<file path="config.mk">
export PLATFORM = sky130hd
export DESIGN_NAME = pipe_dif
export DESIGN_NICKNAME = d
export VERILOG_FILES = /design/src/rtl/pipe_dif.sv
export SDC_FILE = /design/constraint.sdc
export NUM_CORES = 1
export LEC_CHECK = 0
export CORE_MARGIN = 2
export CORE_UTILIZATION = 50
export CTS_CLUSTER_SIZE = 40
export DETAILED_ROUTE_END_ITERATION = 16
export PLACE_DENSITY = 0.77
export SYNTH_ARGS = -nofsm -noshare
export SYNTH_HDL_FRONTEND = slang
export SYNTH_SLANG_ARGS = --single-unit
</file>
<file path="constraint.sdc">
create_clock -name i_clk -period 2.4 [get_ports i_clk]
set_input_delay 0.36 -clock i_clk [delete_from_list [all_inputs] [get_ports i_clk]]
set_output_delay 0.36 -clock i_clk [all_outputs]
set_load 0.02 [all_outputs]
</file>
<file path="src/rtl/pipe_dif.sv">
// Pipelined WIDTH-bit subtractor with valid/ready handshake. Each stage resolves one
// WIDTH/STAGES-bit chunk, rippling the borrow through registers, then applies wrap/saturate.
module pipe_dif #(
   parameter int WIDTH  = 8,
   parameter int STAGES = 2
) (
   input  logic             i_clk,
   input  logic             i_rst_n,
   input  logic [WIDTH-1:0] i_a,
   input  logic [WIDTH-1:0] i_b,
   input  logic [1:0]       i_mode,
   input  logic             i_in_valid,
   output logic             o_in_ready,
   output logic [WIDTH-1:0] o_rez,
   output logic             o_borrow,
   output logic             o_ovf,
   output logic             o_zero,
   output logic             o_out_valid,
   input  logic             i_out_ready
);

   localparam int CW   = WIDTH / STAGES;
   localparam int LAST = STAGES - 1;

   logic [STAGES-1:0]            r_vld;
   logic [STAGES-1:0]            r_br;
   logic [STAGES-1:0][1:0]       r_mode;
   logic [STAGES-1:0][WIDTH-1:0] r_a;
   logic [STAGES-1:0][WIDTH-1:0] r_b;
   logic [STAGES-1:0][WIDTH-1:0] r_d;

   logic [STAGES:0]              w_prevVld;
   logic [STAGES:0]              w_prevBr;
   logic [STAGES:0][1:0]         w_prevMode;
   logic [STAGES:0][WIDTH-1:0]   w_prevA;
   logic [STAGES:0][WIDTH-1:0]   w_prevB;
   logic [STAGES:0][WIDTH-1:0]   w_prevD;
   logic [STAGES-1:0][CW:0]      w_sub;
   logic [STAGES-1:0][WIDTH-1:0] w_nxtD;
   logic                         w_adv;
   logic [WIDTH-1:0]             w_raw;
   logic                         w_aMsb;
   logic                         w_bMsb;
   logic                         w_unused;

   // Index k of each w_prev* vector is what feeds stage k: the port for k = 0, else stage k-1.
   assign w_prevVld  = {r_vld, i_in_valid};
   assign w_prevBr   = {r_br, 1'b0};
   assign w_prevMode = {r_mode, i_mode};
   assign w_prevA    = {r_a, i_a};
   assign w_prevB    = {r_b, i_b};
   assign w_prevD    = {r_d, {WIDTH{1'b0}}};

   assign w_unused = ^{w_prevVld[STAGES], w_prevBr[STAGES], w_prevMode[STAGES],
                       w_prevA[STAGES], w_prevB[STAGES], w_prevD[STAGES]};

   assign w_adv      = !r_vld[LAST] || i_out_ready;
   assign o_in_ready = w_adv;

   always_comb begin
      w_sub  = '0;
      w_nxtD = '0;
      for (int k = 0; k < STAGES; k++) begin
         w_sub[k] = {1'b0, w_prevA[k][k*CW +: CW]} - {1'b0, w_prevB[k][k*CW +: CW]}
                    - {{CW{1'b0}}, w_prevBr[k]};
         w_nxtD[k] = w_prevD[k];
         w_nxtD[k][k*CW +: CW] = w_sub[k][CW-1:0];
      end
   end

   // All stages move together; operands and mode travel with the partial result.
   always_ff @(posedge i_clk) begin
      if (!i_rst_n) begin
         r_vld  <= '0;
         r_br   <= '0;
         r_mode <= '0;
         r_a    <= '0;
         r_b    <= '0;
         r_d    <= '0;
      end else if (w_adv) begin
         r_vld  <= w_prevVld[STAGES-1:0];
         r_mode <= w_prevMode[STAGES-1:0];
         r_a    <= w_prevA[STAGES-1:0];
         r_b    <= w_prevB[STAGES-1:0];
         r_d    <= w_nxtD;
         for (int k = 0; k < STAGES; k++) begin
            r_br[k] <= w_sub[k][CW];
         end
      end
   end

   assign w_raw       = r_d[LAST];
   assign w_aMsb      = r_a[LAST][WIDTH-1];
   assign w_bMsb      = r_b[LAST][WIDTH-1];
   assign o_borrow    = r_br[LAST];
   assign o_ovf       = (w_aMsb != w_bMsb) && (w_raw[WIDTH-1] != w_aMsb);
   assign o_out_valid = r_vld[LAST];

   always_comb begin
      o_rez = w_raw;
      case (r_mode[LAST])
         2'b01: begin
            if (o_ovf) begin
               o_rez = w_aMsb ? {1'b1, {(WIDTH-1){1'b0}}} : {1'b0, {(WIDTH-1){1'b1}}};
            end
         end
         2'b10: begin
            if (o_borrow) begin
               o_rez = '0;
            end
         end
         default: o_rez = w_raw;
      endcase
   end

   assign o_zero = (o_rez == '0);

endmodule

</file>
==> flow_summary.json, run 1 <==
{
  "worstSetupPathType": "reg2out",
  "post-route-cell-area_sq_um": 2010,
  "crit_required_ps": 2040,
  "p_leak_nw": 0.917,
  "setup_viol": 0,
  "port_buffers": 34,
  "syn-cell-area_sq_um": 1600,
  "numCtsBuffers": 5,
  "pwr-share-clk_pct": 24.7,
  "cp.arrival_ps": 1950,
  "crit_end": "o_rez[1]",
  "drtIter0Drc": 67,
  "gp_congestion": 0.800,
  "combPwrFrac_pct": 25.9,
  "tritoncts": "yes",
  "grtUsageTotal_pct": 18.6,
  "cp_max_fo": 7,
  "power.internal_mw": 0.823,
  "grt_pass1_wl_um": 4970,
  "fin_worst_skew_ps": 4.94,
  "die_x_um": 60.5,
  "dieArea_sq_um": 3660,
  "grt_pass1_vias": 1127,
  "yosysWarnings": 0,
  "syn_avg_cell_area_sq_um": 7.90,
  "cts_buffer_depth": 2,
  "layout_min_cycle_time_ps": 2310,
  "synth-seq-cells": 30,
  "final_nets": 274,
  "firstDrtPassIters": 4,
  "ys_types": 32,
  "cts.sinks": 30,
  "overflow": 0,
  "start_util_pct": 52.3,
  "fp.dieH_um": 60.5,
  "fin_cells": 280,
  "place_area_sq_um": 1960,
  "r2r_start": "r_br[0]$_SDFFE_PN0P_",
  "relSlewSlack_pct": 69.0,
  "remaining_drc_errors": 0,
  "worst_r2r_endpoint": "w_raw[7]$_SDFFE_PN0P_",
  "hold_buffers": 0,
  "worst_pin_slew_ps": 464,
  "reg2reg_depth": 8,
  "finalSetupTns_ps": 0,
  "hp-class": "reg2reg",
  "cts.htree.levels": 2,
  "grt_max_degree": 34,
  "nFillCells": 286,
  "path_clk_slew_ps": 80,
  "synth_cells": 202,
  "drive_gt1_share_pct": 8.47,
  "viasPerCell": 4.83,
  "syn_to_final_growth_pct": 25.7,
  "clk_latency_ps": 320,
  "fin_crit_sh_pct": 96.2,
  "syn_nets": 239,
  "core_sq_um": 3050,
  "fmax_ghz": 0.433,
  "switching_share_pct": 29.4,
  "yosysTopAreaCellShare_pct": 37.6,
  "cts-root-buf": "clkbuf_4",
  "yosys.area.top_type": "dfxtp_1",
  "slew_viol_final": 0,
  "antenna_found_initial": 0,
  "power_switching_mw": 0.343,
  "diodes": 0,
  "hold_violations": 0,
  "r2r_slack_ps": 540,
  "place_hpwl_um": 2230,
  "pwr-share-seq_pct": 49.4,
  "io_pins": 35,
  "cp-end-kind": "output pin",
  "powerDensity_nw_per_um2": 581,
  "crit_start": "r_mode[2]$_SDFFE_PN0P_",
  "antenna_left": 0,
  "max-vdd-ir-drop_mv": 0.300,
  "synth_area_leaders": "dfxtp_1 38%, nand2_1 11%, ha_1 9.4%",
  "final_util_pct": 65.7,
  "placedCellCount": 274,
  "fp-row-count": 20,
  "maxCapViolCount": 0,
  "vias": 1352,
  "start_kind": "flop",
  "status": "finished clean",
  "wl_per_cell_um": 10.7,
  "rsz0062_at_grt": "false",
  "routed_wl_um": 2990,
  "yosysSeqAreaShare_pct": 37.6
}
layer usage:
layer  track usage, %  routed length (um)
met5                0                   0
met4             9.32                  73
met3             5.33                 158
met2             29.7                1350
met1             23.2                1410
worst max-delay path, stage by stage (launching register included):
cell,delay (ps)
dfxtp_2,340
inv_1,50
ha_1,310
a21o_1,190
or2_4,290
a21o_1,180
clkdlybuf4s15_1,280
worst min path at each step:
stage / from / to / cells after the start
after CTS: r_mode[1]$_SDFFE_PN0P_ / r_mode[1]$_SDFFE_PN0P_ / 2
final: r_mode[1]$_SDFFE_PN0P_ / r_mode[1]$_SDFFE_PN0P_ / 2
after floorplan: r_a[6]$_SDFFE_PN0P_ / r_a[6]$_SDFFE_PN0P_ / 2
after global routing: r_d[2]$_SDFFE_PN0P_ / w_raw[2]$_SDFFE_PN0P_ / 2
after global placement: r_d[2]$_SDFFE_PN0P_ / r_d[2]$_SDFFE_PN0P_ / 2
after detailed placement: r_mode[1]$_SDFFE_PN0P_ / r_mode[1]$_SDFFE_PN0P_ / 2
through the flow:
step	hold WS [ps]	total power [mW]	worst slack [ps]
2_1_floorplan	432	0.781	572
3_3_place_gp	439	0.895	117
5_1_grt	477	1.24	5.04
3_5_place_dp	446	0.904	85.4
4_1_cts	457	1.18	34.1
6_report	459	1.17	91.7
Yosys cell counts (all sizes together):
| master | count |
|---|---|
| buf | 9 |
| a22oi | 1 |
| nand3 | 2 |
| or2 | 1 |
| nand2 | 46 |
| nor3b | 2 |
| inv | 24 |
| a21o | 8 |
| o211ai | 1 |
| xnor2 | 3 |
| nor2 | 10 |
| fa | 3 |
| dfxtp | 30 |
| nor2b | 2 |
| and3 | 1 |
| o21bai | 1 |
| nand4b | 1 |
| o21ai | 9 |
| ha | 12 |
| a211oi | 4 |
| nand2b | 1 |
| nor4 | 2 |
| a21oi | 26 |
| nor3 | 1 |
| a31oi | 1 |
| and4 | 1 |
flip-flops by register name (all words and copies together) (netlist names):
register	count
r_d	4
r_br	2
r_vld	2
r_b	5
w_raw	8
r_mode	4
r_a	5
repair_timing:
item                                   4_1_cts  5_1_grt
setup endpoints to repair                    9        9
pin swaps                                    1        0
buffers inserted                             0        0
endpoints found under the hold margin        0        0
resized for setup                           11       13
cells in the final DEF (no fill, tap or decap), types with 2 or more instances in the layout:
cell,synthesis,layout
nand2_1,46,46
nor2_1,10,10
xnor2_1,3,3
clkbuf_4,0,5
a21oi_1,26,26
buf_4,2,3
ha_1,12,12
o21ai_0,9,9
inv_2,2,2
clkdlybuf4s15_1,0,5
nand3_1,2,2
inv_1,22,22
dfxtp_1,30,29
nor3b_2,1,2
clkdlybuf4s50_1,0,25
a21o_1,8,8
fa_1,3,3
a211oi_1,4,4
clkbuf_2,0,3
power by group through the flow:
stage               Sequential [mW]  Clock [mW]  Combinational (mW)
floorplan                     0.582           0               0.199
global placement              0.586           0               0.309
detailed placement            0.588           0               0.316
CTS                           0.576       0.298               0.303
global route                  0.582       0.313               0.340
finish                        0.576       0.287               0.302
cell type report:
cell class                 count  area, sq um  area share, %
sequential                    30          602           30.0
timing repair buffer          37          347           17.3
tap                           44         55.1           2.74
inverter                      24         90.1           4.49
clock buffer                   6         51.3           2.56
multi-input combinational    139          862           43.0
logic make-up after synthesis:
| kind of cell | count (synthesis) | synth area share (%) |
|---|---|---|
| xor+xnor | 3 | 1.65 |
| fa+ha+maj | 15 | 13.2 |
| flops | 30 | 37.6 |
| compound gates | 51 | 18.4 |
| simple gates | 70 | 20.1 |
| buf+inv | 33 | 9.01 |
Power figures use the tool's default switching activity.
==> inputs of run 2 (changes only) <==
- ABC_AREA: unset -> 1
- PLACE_DENSITY: 0.77 -> 0.91
==> flow_summary.json, run 2 <==
{
  "status": "finished clean",
  "switching_share_pct": 30.3,
  "worstSetupPathType": "reg2out",
  "syn_nets": 247,
  "cts-root-buf": "clkbuf_4",
  "start_kind": "flop",
  "wl_per_cell_um": 9.99,
  "clk_latency_ps": 310,
  "syn_to_final_growth_pct": 24.8,
  "drive_gt1_share_pct": 9.39,
  "remaining_drc_errors": 0,
  "routed_wl_um": 2890,
  "slew_viol_final": 0,
  "min_from": "r_vld[0]$_SDFFE_PN0P_",
  "crit_start": "r_mode[2]$_SDFFE_PN0P_",
  "final_nets": 283,
  "synthArstFlopShare_pct": 0,
  "numCtsBuffers": 5,
  "fmax_ghz": 0.460,
  "hold_buffers": 0,
  "crit_required_ps": 2040,
  "syn-cell-area_sq_um": 1580,
  "crit_top_cell": "inv_1",
  "cp.arrival_ps": 1820,
  "r2r_start": "r_br[0]$_SDFFE_PN0P_",
  "final_common_cell": "inv_1",
  "grt_max_degree": 35,
  "finalSetupTns_ps": 0,
  "cts.htree.levels": 2,
  "fp.dieH_um": 60.3,
  "dominantRegCellSynth": "dfxtp_1",
  "ys_types": 26,
  "p_leak_nw": 0.958,
  "setup_ws_ps": 224,
  "layout_min_cycle_time_ps": 2180,
  "drtIter0Drc": 52,
  "grtUsageTotal_pct": 18.7,
  "gp_congestion": 0.793,
  "synth_cells": 210,
  "hp-class": "reg2reg",
  "yosys-top-cells-count": "38 x inv_1, 31 x o21ai_0, 30 x dfxtp_1, 24 x a21oi_1, 21 x nor2_1",
  "cts.sinks": 30,
  "hold_violations": 0,
  "fp-row-count": 20,
  "nFillCells": 292,
  "cp_cell_sequence": "inv_1, ha_1, nor2_1, inv_1, nor2_1, a21oi_2, inv_1, dlygate4sd2_1",
  "antenna_left": 0,
  "final_cell_mix": "38 x inv_1, 31 x o21ai_0, 30 x dfxtp_1",
  "core_sq_um": 3030,
  "cp_num_buf_inv": 4,
  "overflow": 0,
  "fin_worst_skew_ps": 1.41,
  "power.internal_mw": 0.829,
  "port_buffers": 34,
  "ctsResizeCount": 8,
  "synth_area_leaders": "dfxtp_1 38%, o21ai_0 9.8%, ha_1 9.5%",
  "die_x_um": 60.3,
  "post_cts_buffers": 0,
  "synth_most_common_cell": "inv_1",
  "cp_max_fo": 2,
  "firstDrtPassIters": 4,
  "cp-end-kind": "output pin",
  "syn_avg_cell_area_sq_um": 7.54,
  "combPwrFrac_pct": 28.1,
  "crit_slowest_cell": "dfxtp_1",
  "pwr-share-clk_pct": 23.5,
  "rsz0062_at_grt": "false",
  "yosysWarnings": 0,
  "dpl_worst_slack_ps": 157,
  "power_switching_mw": 0.360,
  "io_pins": 35,
  "vias": 1392,
  "setup_viol": 0,
  "place_hpwl_um": 2210,
  "max-vdd-ir-drop_mv": 0.308,
  "post-route-cell-area_sq_um": 1980,
  "synth-seq-cells": 30,
  "dieArea_sq_um": 3630,
  "cts_buffer_depth": 2,
  "fin_hold_ws_ps": 476,
  "place_area_sq_um": 1960,
  "relSlewSlack_pct": 68.9,
  "cp_top_family": "buffers and inverters",
  "viasPerCell": 4.82,
  "total_power_mw": 1.19,
  "fin_crit_sh_pct": 90.7,
  "yosys.area.top_type": "dfxtp_1",
  "yosysTopAreaCellShare_pct": 37.9,
  "diodes": 0,
  "synth_edf_count": 0,
  "antenna_found_initial": 0,
  "pwr-share-seq_pct": 48.4,
  "path_clk_slew_ps": 80,
  "tritoncts": "yes",
  "powerDensity_nw_per_um2": 602,
  "grt_pass1_vias": 1263,
  "max_stage_delay_ps": 340,
  "yosysSeqAreaShare_pct": 37.9,
  "worst_pin_slew_ps": 464,
  "start_util_pct": 52.3,
  "largest_register_ffs": 8,
  "maxCapViolCount": 0,
  "grt_pass1_wl_um": 4970
}
run 2: layer usage:
metal | track usage (%) | vias up | routed length [um]
met3 | 6.93 | 5 | 152
met2 | 31.7 | 40 | 1380
met1 | 21.0 | 602 | 1310
li1 | - | 745 | -
met5 | 0 | - | 0
met4 | 7.30 | 0 | 42
run 2: kinds of logic after synthesis:
kind of cell	synth area share (%)
simple gates	14.4
xor+xnor	1.66
flops	37.9
compound gates	20.6
fa+ha+maj	13.3
buf+inv	12.2
run 2: power groups by stage:
| stage | logic (mW) | registers, mW | clock network [mW] |
|---|---|---|---|
| 4_1_cts | 0.341 | 0.576 | 0.291 |
| 3_5_place_dp | 0.354 | 0.587 | 0 |
| 6_report | 0.334 | 0.576 | 0.279 |
| 5_1_grt | 0.376 | 0.584 | 0.313 |
| 2_1_floorplan | 0.220 | 0.584 | 0 |
| 3_3_place_gp | 0.341 | 0.585 | 0 |
run 2: path summary, 6_finish.rpt:
kind         cells after the start  slack, ps                    end
max                              8        220               o_rez[4]
min reg2reg                      1        480  r_vld[1]$_SDFFE_PN0P_
min                              1        480  r_vld[1]$_SDFFE_PN0P_
max reg2reg                     10        610   r_br[1]$_SDFFE_PN0P_
run 2: per-stage QoR:
step | cells | util [%]
floorplan | 210 | -
global placement | 283 | 64.7
detailed placement | 283 | 64.7
CTS | 289 | 66.0
global route | 289 | 65.2
finish | 289 | 65.2
run 2: layout make-up:
| type | instances | area, sq um | share of cell area, % |
|---|---|---|---|
| flip-flops and latches | 30 | 601 | 30.4 |
| inverters | 40 | 150 | 7.60 |
| repair buffers | 37 | 329 | 16.7 |
| clock buffers | 6 | 51.3 | 2.60 |
| well taps | 44 | 55.1 | 2.79 |
| multi-input cells | 132 | 790 | 40.0 |
==> inputs of run 3 (changes only) <==
- ABC_CLOCK_PERIOD_IN_PS: unset -> 2400
- CORE_UTILIZATION: 50 -> 30
- MAX_ROUTING_LAYER: unset -> met4
- PLACE_DENSITY: 0.91 -> 0.64
==> flow_summary.json, run 3 (synthesized netlist as in run 2, its figures left out) <==
{
  "wl_per_cell_um": 9.57,
  "die_x_um": 76.6,
  "fin_crit_sh_pct": 93.9,
  "hp-class": "reg2reg",
  "worstSetupPathType": "reg2out",
  "cts.htree.levels": 2,
  "grt_pass1_vias": 1256,
  "regArea_sq_um": 601,
  "io_pins": 35,
  "r2r_start": "r_br[0]$_SDFFE_PN0P_",
  "max-vdd-ir-drop_mv": 0.221,
  "cts_buffer_depth": 2,
  "hold_buffers": 0,
  "post_cts_buffers": 0,
  "clk_latency_ps": 270,
  "place_hpwl_um": 2270,
  "final_common_cell": "inv_1",
  "r2r_slack_ps": 640,
  "overflow": 0,
  "p_leak_nw": 0.964,
  "final_nets": 283,
  "hold_violations": 0,
  "status": "finished clean",
  "cp-end-kind": "output pin",
  "grtUsageTotal_pct": 11.7,
  "numCtsBuffers": 5,
  "setup_viol": 0,
  "core_sq_um": 5110,
  "antenna_found_initial": 0,
  "routed_wl_um": 3020,
  "whs_endpoint": "r_a[6]$_SDFFE_PN0P_",
  "fp.dieH_um": 76.6,
  "path_clk_slew_ps": 60,
  "worst_r2r_endpoint": "w_raw[7]$_SDFFE_PN0P_",
  "diodes": 0,
  "post-route-cell-area_sq_um": 2060,
  "start_kind": "flop",
  "start_util_pct": 31.0,
  "reg2reg_depth": 8,
  "tritoncts": "yes",
  "port_buffers": 34,
  "viasPerCell": 4.30,
  "multi_input_area_sq_um": 790,
  "grt_max_degree": 35,
  "firstDrtPassIters": 3,
  "powerDensity_nw_per_um2": 632,
  "finalSetupTns_ps": 0,
  "fin_worst_skew_ps": 2.41,
  "relSlewSlack_pct": 81.3,
  "syn_to_final_growth_pct": 30.4,
  "gp_congestion": 0.804,
  "dieArea_sq_um": 5870,
  "antenna_left": 0,
  "fin_hold_ws_ps": 466,
  "place_area_sq_um": 1990,
  "final_cell_mix": "38 x inv_1, 31 x o21ai_0, 30 x dfxtp_1",
  "largest_register_ffs": 8,
  "fmax_ghz": 0.444,
  "min_delay_path_depth": 2,
  "cts.sinks": 30,
  "worst_pin_slew_ps": 281,
  "drtIter0Drc": 59,
  "grt_pass1_wl_um": 5330,
  "crit_required_ps": 2040,
  "cts-root-buf": "clkbuf_8",
  "cp_max_fo": 2,
  "maxCapViolCount": 0,
  "fp-row-count": 26,
  "cp.arrival_ps": 1890,
  "rsz0062_at_grt": "false",
  "vias": 1353,
  "layout_min_cycle_time_ps": 2250,
  "slew_viol_final": 0,
  "min_from": "r_a[6]$_SDFFE_PN0P_",
  "remaining_drc_errors": 0,
  "drive_gt1_share_pct": 6.94,
  "nFillCells": 568
}
run 3: changes by cell type in the layout (fill, tap and decap cells not counted), sizes merged:
cell	previous run	this run
clkdlybuf4s15	0	3
dlymetal6s2s	1	0
dlygate4sd2	1	4
clkbuf	13	7
clkdlybuf4s50	25	26
run 3: where the power goes:
| group | total (mW) | internal [mW] | switching [mW] |
|---|---|---|---|
| Clock | 0.386 | 0.220 | 0.166 |
| Combinational | 0.340 | 0.158 | 0.182 |
| Sequential | 0.577 | 0.547 | 0.0298 |
| Total | 1.30 | 0.926 | 0.378 |
run 3: how the worst max path moves through the flow:
| stage | from | slack, ps | end | cells past startpoint |
|---|---|---|---|---|
| 2_1_floorplan | r_mode[2]$_SDFFE_PN0P_ | 570 | o_zero | 9 |
| 3_3_place_gp | r_mode[2]$_SDFFE_PN0P_ | 210 | o_zero | 10 |
| 3_5_place_dp | r_mode[2]$_SDFFE_PN0P_ | 130 | o_zero | 10 |
| 4_1_cts | r_mode[2]$_SDFFE_PN0P_ | 110 | o_zero | 10 |
| 5_1_grt | r_mode[2]$_SDFFE_PN0P_ | 0.1 | o_zero | 10 |
| 6_report | r_mode[2]$_SDFFE_PN0P_ | 150 | o_rez[7] | 6 |
run 3: worst max-delay path: stages (launching register included):
cell,delay [ps]
dfxtp_1,330
inv_1,60
ha_1,300
nor2_1,140
nand3_1,90
nand2_1,90
clkdlybuf4s50_1,610
run 3: what timing repair did:
item,4_1_cts,5_1_grt
cloned,0,0
setup endpoints to repair,8,4
gates resized for setup,8,6
pin swaps,0,0
run 3: area by class of cell:
| type | instances | share of cell area [%] |
|---|---|---|
| flip-flops and latches | 30 | 29.1 |
| repair buffers | 37 | 17.1 |
| well taps | 70 | 4.24 |
| inverters | 40 | 7.28 |
| clock buffers | 6 | 4.00 |
| multi-input cells | 132 | 38.3 |
run 3: layer usage:
metal  GRT usage (%)  vias up  part of all wire [%]
li1                -      742                     -
met1            13.3      583                    49
met2            18.6       23                    45
met3            4.15        5                   3.6
met4            4.91        0                   1.7
met5               -        -                     0
run 3: metrics by stage:
step | power [mW] | worst slack (ps) | cells | utilization [%]
floorplan | 0.805 | 570 | 210 | -
global placement | 0.934 | 208 | 309 | 39.0
detailed placement | 0.944 | 134 | 309 | 39.0
CTS | 1.32 | 108 | 315 | 40.4
global route | 1.40 | 0.106 | 315 | 40.4
finish | 1.30 | 146 | 315 | 40.4
